<file path="src/rtl/flexicore4_pkg.sv">
// Shared types, register map and instruction decode for the flexicore4 accumulator core.
package flexicore4_pkg;

   typedef logic [3:0] data_t;
   typedef logic [6:0] pc_t;
   typedef logic [7:0] instr_t;

   typedef enum logic [1:0] {
      ADD  = 2'b00,
      NAND = 2'b01,
      XOR  = 2'b10,
      LD   = 2'b11
   } alu_op_e;

   localparam logic [2:0] REG_IPORT = 3'd0;
   localparam logic [2:0] REG_OPORT = 3'd1;

   typedef struct packed {
      logic       brn;
      logic       alu;
      logic       imm;
      logic       st;
      alu_op_e    op;
      logic [2:0] r;
   } dec_t;

   // Opcode classes are mutually exclusive; anything with bit3 set in the 00 class
   // but a nonzero op field falls through as a NOP.
   function automatic dec_t decode(input instr_t i);
      dec_t d;
      d     = '0;
      d.op  = alu_op_e'(i[5:4]);
      d.r   = i[2:0];
      if (i[7])
         d.brn = 1'b1;
      else if (i[6]) begin
         d.alu = 1'b1;
         d.imm = 1'b1;
      end
      else if (!i[3])
         d.alu = 1'b1;
      else if (i[5:4] == 2'b00)
         d.st = 1'b1;
      return d;
   endfunction

endpackage

</file>
<file path="src/rtl/flexicore4_alu.sv">
// Combinational 4-bit ALU: ADD (carry dropped), NAND, XOR and pass-through load.
module flexicore4_alu
   import flexicore4_pkg::*;
(
   input  logic [3:0] acc,
   input  logic [3:0] x,
   input  logic [1:0] op,
   output logic [3:0] result
);

   always_comb begin
      result = x;
      case (alu_op_e'(op))
         ADD:  result = acc + x;
         NAND: result = ~(acc & x);
         XOR:  result = acc ^ x;
         LD:   result = x;
         default: result = x;
      endcase
   end

endmodule

</file>
<file path="src/rtl/flexicore4_core.sv">
// Single-cycle 4-bit accumulator core: decode, PC sequencing and r1..r7 register file.
module flexicore4_core
   import flexicore4_pkg::*;
(
   input  logic       CLK,
   input  logic       RSTN,
   input  logic [3:0] IPORT,
   output logic [3:0] OPORT,
   output logic [6:0] PC,
   input  logic [7:0] INSTR
);

   dec_t  dec;
   data_t acc;
   data_t rf [2:7];
   data_t rd;
   data_t x;
   data_t alu_res;
   pc_t   pc_nxt;

   assign dec = decode(INSTR);

   // r0 is the live input port, r1 is the output latch itself
   always_comb begin
      rd = '0;
      case (dec.r)
         REG_IPORT: rd = IPORT;
         REG_OPORT: rd = OPORT;
         default:   rd = rf[dec.r];
      endcase
   end

   assign x = dec.imm ? INSTR[3:0] : rd;

   flexicore4_alu u_alu (
      .acc    (acc),
      .x      (x),
      .op     (dec.op),
      .result (alu_res)
   );

   assign pc_nxt = (dec.brn && acc[3]) ? INSTR[6:0] : pc_t'(PC + 7'd1);

   always_ff @(posedge CLK or negedge RSTN) begin
      if (!RSTN) begin
         PC  <= '0;
         acc <= '0;
      end
      else begin
         PC <= pc_nxt;
         if (dec.alu)
            acc <= alu_res;
      end
   end

   always_ff @(posedge CLK or negedge RSTN) begin
      if (!RSTN)
         OPORT <= '0;
      else if (dec.st && dec.r == REG_OPORT)
         OPORT <= acc;
   end

   // ST r0 has no target, so writes to it simply fall away
   always_ff @(posedge CLK or negedge RSTN) begin
      if (!RSTN) begin
         for (int i = 2; i <= 7; i++)
            rf[i] <= '0;
      end
      else if (dec.st) begin
         for (int i = 2; i <= 7; i++)
            if (dec.r == i[2:0])
               rf[i] <= acc;
      end
   end

endmodule

</file>
<file path="config.mk">
export PLATFORM = sky130hd
export DESIGN_NAME = flexicore4_core
export DESIGN_NICKNAME = d
export VERILOG_FILES = /design/src/rtl/flexicore4_pkg.sv /design/src/rtl/flexicore4_alu.sv /design/src/rtl/flexicore4_core.sv
export SDC_FILE = /design/constraint.sdc
export NUM_CORES = 1
export LEC_CHECK = 0
export ABC_AREA = 1
export CAP_MARGIN = 10
export CELL_PAD_IN_SITES_DETAIL_PLACEMENT = 0
export CELL_PAD_IN_SITES_GLOBAL_PLACEMENT = 1
export CORE_UTILIZATION = 37
export CTS_CLUSTER_DIAMETER = 150
export CTS_CLUSTER_SIZE = 24
export DETAILED_ROUTE_END_ITERATION = 7
export PLACE_DENSITY = 0.85
export SKIP_CTS_REPAIR_TIMING = 1
export SKIP_LAST_GASP = 1
export SYNTH_ARGS = -nofsm -noshare
export SYNTH_HDL_FRONTEND = slang
export SYNTH_HIERARCHICAL = 1
export SYNTH_SLANG_ARGS = --single-unit
</file>
<file path="constraint.sdc">
create_clock -name CLK -period 2 [get_ports CLK]
set_clock_uncertainty 0.15 [all_clocks]
set_input_delay 0.2 -clock CLK [delete_from_list [all_inputs] [get_ports CLK]]
set_output_delay 0.2 -clock CLK [all_outputs]
set_load 0.01 [all_outputs]
</file>
# Word-level counts from Yosys, hierarchy flattened
# Cells that the tools add are included.
dict set report op_classes {
  addsub 2
  order_cmp 1
  eq_ne 10
  muxes 15
  n_bitwise 4
  n_reduce_logical 10
}
# operator count
set ops {}
lappend ops {{$pmux 4 s4} 1}
lappend ops {{$bmux 4 s3} 1}
lappend ops {{$eq 3x3->1 const B} 4}
lappend ops {{$mux 4} 3}
lappend ops {{$reduce_and 2->1} 6}
lappend ops {{$pmux 4 s2} 1}
lappend ops {{$add 7x1->7 const B} 1}
lappend ops {{$mux 1} 7}
lappend ops {{$mux 7} 1}
lappend ops {{$eq 3x2->1 const B} 2}
lappend ops {{$add 4x4->4} 1}
lappend ops {{$and 4x4->4} 1}
lappend ops {{$eq 2x2->1 const B} 2}
lappend ops {{$ge 4x4->1 const B} 1}
lappend ops {{$not 3->4} 1}
lappend ops {{$not 4->4} 1}
lappend ops {{$xor 4x4->4} 1}
lappend ops {{$eq 3x1->1 const B} 1}
lappend ops {{$logic_not 3->1} 1}
lappend ops {{$mux 3} 1}
lappend ops {{$eq 2x1->1 const B} 1}
lappend ops {{$logic_and 1x1->1} 2}
lappend ops {{$logic_not 2->1} 1}
dict set report totals {
  ff_bits 39
}

# Logic depth before layout (Yosys ltp)
# Gate-level depths: netlist of run 1.
dict set report depth {
  word_depth 9
  mapped_depth 18
}

# Cells and area by module
# The synthesis of run 1 kept the hierarchy.
# mod n_inst cells_per_inst area_each_um2 seq_area_each_um2
set modules_own_cells {}
lappend modules_own_cells {flexicore4_core 1 256 2014.4 975.9}
lappend modules_own_cells {flexicore4_alu 1 47 281.5 0.0}

# Worst setup path after synthesis of run 1
# OpenSTA, ideal clock, no wires.
dict set report synth_timing {
  path_type {input-to-reg}
  startpoint {in INSTR[1]}
  endpoint {reg acc[1]}
  arrival_ns 1.991
  path_slack_ns -0.268
  stages 14
  cell_sequence {buf_2 nor2_2 nand3_1 nand3_1 nor2_1 a21oi_1 ha_1 inv_1 fa_1 inv_1 nand2_1 o2111ai_1 nor2_1 a21oi_1}
}
dict set report synth_between {
  elab_cells_between_ends 13
}
# item line_no
set synth_rtl {}
lappend synth_rtl {{start, declared} flexicore4_core.sv:10} ;# input logic [7:0] INSTR
lappend synth_rtl {{$not 3->4 (not written as such)} flexicore4_core.sv:29} ;# default: rd = rf[dec.r];
lappend synth_rtl {{$bmux 4 s3} flexicore4_core.sv:29}
lappend synth_rtl {{$mux 4 (not written as such) (2 in a row)} flexicore4_core.sv:29}
lappend synth_rtl {{$pmux 4 s2 *} flexicore4_core.sv:26} ;# case (dec.r)
lappend synth_rtl {{$mux 4 *} flexicore4_core.sv:33} ;# assign x = dec.imm ? INSTR[3:0] : rd;
lappend synth_rtl {{named net x[0]} flexicore4_core.sv:17} ;# data_t x;
lappend synth_rtl {{$add 4x4->4 *} flexicore4_alu.sv:14} ;# ADD: result = acc + x;
lappend synth_rtl {{$pmux 4 s4 *} flexicore4_alu.sv:13} ;# case (alu_op_e'(op))
lappend synth_rtl {{named net alu_res[1]} flexicore4_core.sv:18} ;# data_t alu_res;
lappend synth_rtl {{end signal, assigned} flexicore4_core.sv:52} ;# acc <= alu_res;
lappend synth_rtl {{end, declared} flexicore4_core.sv:14} ;# data_t acc;
# Mark *: on every way through the listed nets, which the timed path passes. The rest lies on a longest branch. The select of a mux whose other input is x is not followed.
# A chain may end at the register's enable or synchronous reset.

# Final worst setup path of run 1
dict set report layout_timing {
  startpoint {reg rf[8] in the netlist's numbering}
  endpoint {reg acc[1]}
}
dict set report layout_between {
  elab_chain_len 7
}
# item line_no
set layout_lines {}
lappend layout_lines {{start, declared} flexicore4_core.sv:15} ;# data_t rf [2:7];
lappend layout_lines {{start signal, assigned by index} flexicore4_core.sv:67} ;# rf[i] <= '0;
lappend layout_lines {{start signal, assigned by index} flexicore4_core.sv:72} ;# rf[i] <= acc;
lappend layout_lines {{$bmux 4 s3} flexicore4_core.sv:29}
lappend layout_lines {{$mux 4 (not written as such) (2 in a row)} flexicore4_core.sv:29}
lappend layout_lines {{$pmux 4 s2} flexicore4_core.sv:26}
lappend layout_lines {{$mux 4} flexicore4_core.sv:33}
lappend layout_lines {{named net x[0]} flexicore4_core.sv:17}
lappend layout_lines {{$add 4x4->4} flexicore4_alu.sv:14}
lappend layout_lines {{$pmux 4 s4} flexicore4_alu.sv:13}
lappend layout_lines {{named net alu_res[1]} flexicore4_core.sv:18}
# The timed path passes the listed nets, and every way through them passes these cells. The select of a mux whose other input is x is not followed.

==> summary.txt, run 1 <==
Place WS: -846.6 ps
Worst hold slack: 244.1 ps
Rows: 28
Core box area: 0.005956 mm²
Final Cycle Share: 110.7%
Synth-to-layout area growth: 38.42%
Chip width: 80.78 µm
CTS Buf Count: 5
EDFF count, synth: 0
Mean post-synth cell area: 7.577 µm²
Die height: 80.78 µm
HP Class: in2async
Final worst slack: -214.2 ps
Antenna violations before repair: 0
Max-slew headroom: 75.42%
Tmin final: 2214 ps
Data arrival, critical path: 2230 ps
LEAKAGE: 1.623 nW
Worst Path Required: 2020 ps
Reg2reg start: rf[8]
CTS root buffer: clkbuf_8
First-pass GRT wire length: 9694 µm
Synth Flop Type: dfrtp_1
Failing checks: negative setup slack
# fillers: 571
CTS tree: built
DRC violations left: 0
Vias: 2174
Fmax: 451.6 MHz
Number of synthesized register bits: 39
WL/cell: 12.97 µm
Final-report hold violation count: 0
CTS sink cnt: 39
Final count of negative-setup-slack endpoints: 3
GPL Wtd Cong: 0.8927
Drt via density: 4.853
Setup Crit Path Kind: reg2reg
Commonest non-fill, non-tap cell in the layout: nand2_1
Critical Path Start Type: flip-flop
Detail Route Antenna Nets: 0
Worst-Skew Late Latency: 290 ps
Initial core utilization: 38.55%
Worst reg-to-reg setup slack: -210 ps
Power per cell area: 798.4 mW/mm²
Syn. warnings: 6
Placed insts: 436
Critical Path Sink Type: flip-flop
Vias in the first global route: 2086
Max Buffers Root-to-Sink: 2
Worst Reg-to-Reg Cells: 14
Number of library cell types mapped by synthesis: 30
Grt ovf: 0
Seq/Total Area, Yosys: 42.51%
Die area: 0.006525 mm²
Most frequent cells in the layout: nand2_1 (95), dfrtp_1 (39), buf_4 (36), nand3_1 (30), o21ai_1 (26)
Slew Limit Fails: 0
Final WL: 5809 µm
Non-filler instance count after layout: 448
VDD IR max: 0.0003930 V
Synth Cell Area: 0.002296 mm²
DR pass1 iterations: 4
Share of layout cells above drive strength 1: 25.20%
# IOs: 25
Antenna cells: 0
Max-capacitance violation count: 0
GRT Util Overall: 19.95%
Slew @ Worst Pin: 367.5 ps
H-tree depth: 2
Nets: 392
CP max FO: 2
Status: finished, violations left
Mapped Cells: 303
Estimated wirelength of the detail-placed design: 4467 µm
Worst R2R End: acc[1]
Largest net degree at the start of global routing: 40
Port Buffers: 24
RSZ-0062 raised after global routing: true
Clock transition at path regs: 80 ps
First DRT Iteration DRCs: 104
Synthesized Nets: 323
Ys async rst share: 100.0%
==> synthesized netlist by cell type, types with 2 or more instances <==
| library cell | n | area, µm² |
|---|---|---|
| inv_2 | 8 | 30.03 |
| nor3_4 | 2 | 32.53 |
| nor2_1 | 23 | 86.33 |
| dfrtp_1 | 39 | 975.9 |
| nor2_2 | 4 | 25.02 |
| inv_1 | 25 | 93.84 |
| ha_1 | 5 | 62.56 |
| nand2_1 | 96 | 360.4 |
| o21ai_1 | 26 | 130.1 |
| o21ai_0 | 4 | 20.02 |
| nand3_1 | 34 | 170.2 |
| nand2_4 | 4 | 45.04 |
| buf_4 | 4 | 30.03 |
| a21oi_1 | 11 | 55.05 |
| nand2_2 | 3 | 18.77 |
==> flip-flops by register name, indices dropped and copies added, names as in the netlist <==
signal / flops
rf: 24
acc: 4
OPORT: 4
PC: 7
==> worst max-delay path, stage by stage (launching register included) <==
cell       delay (ps)
dfrtp_1           370
nand2_1            60
nand2_1            70
nand2_1            60
nand3_1            60
nand2_1            70
a21oi_2           170
ha_2              210
inv_2              40
fa_1              480
inv_1              40
nand2_1            70
o2111ai_2          80
nor2_1            110
a21oi_1            50
==> routing by layer <==
layer	share of wire [%]	GRT usage, %
met3	4.5	3.708
met4	1.9	7.500
met2	48	33.56
met5	0	0
met1	46	25.40
==> where the power goes <==
group	switching [mW]	internal (mW)
Sequential	0.127	0.937
Combinational	0.454	0.434
Clock	0.271	0.315
==> cell families after synthesis <==
group                    Yosys count  synth area share, %
AO/OA/AOI/OAI                     45                10.25
XOR/XNOR                           1               0.3815
adder cells (fa/ha/maj)            6                3.597
buffers and inverters             41                7.847
flip-flops                        39                42.51
AND/OR/NAND/NOR                  171                35.42
==> how the worst max path moves through the flow <==
stage | startpoint | to | slack [ps]
5_1_grt | rf[12] | acc[1] | -370
3_5_place_dp | INSTR[1] | acc[1] | -850
4_1_cts | INSTR[1] | acc[1] | -530
3_3_place_gp | INSTR[1] | acc[1] | -780
2_1_floorplan | INSTR[2] | acc[1] | -160
6_report | rf[8] | acc[1] | -210
==> per-stage QoR <==
step / cell area, µm² / setup TNS (ps) / total power [mW] / util [%]
after floorplan: 2351 / -310.2 / 1.532 / -
after global placement: 2949 / -2588 / 1.911 / 49.52
after global routing: 3178 / -986.1 / 2.715 / 53.36
after detailed placement: 2949 / -2761 / 1.927 / 49.52
final: 3178 / -513.2 / 2.537 / 53.36
after CTS: 3049 / -1522 / 2.517 / 51.20
==> area by class of cell <==
| class | count | area, µm² | share of cell area (%) |
|---|---|---|---|
| Clock buffer | 8 | 100.1 | 3.150 |
| Inverter | 35 | 141.4 | 4.449 |
| Multi-Input combinational cell | 223 | 1246 | 39.21 |
| Sequential cell | 39 | 975.9 | 30.71 |
| Tap cell | 75 | 93.84 | 2.953 |
| Timing Repair Buffer | 68 | 620.6 | 19.53 |
(Power assumes the default switching activity.)
==> run 2, diff against run 1 <==
Settings changed: SLEW_MARGIN from default to 20.
==> results of run 2 <==
Final layout, timing and power as in run 1 (identical DEF).
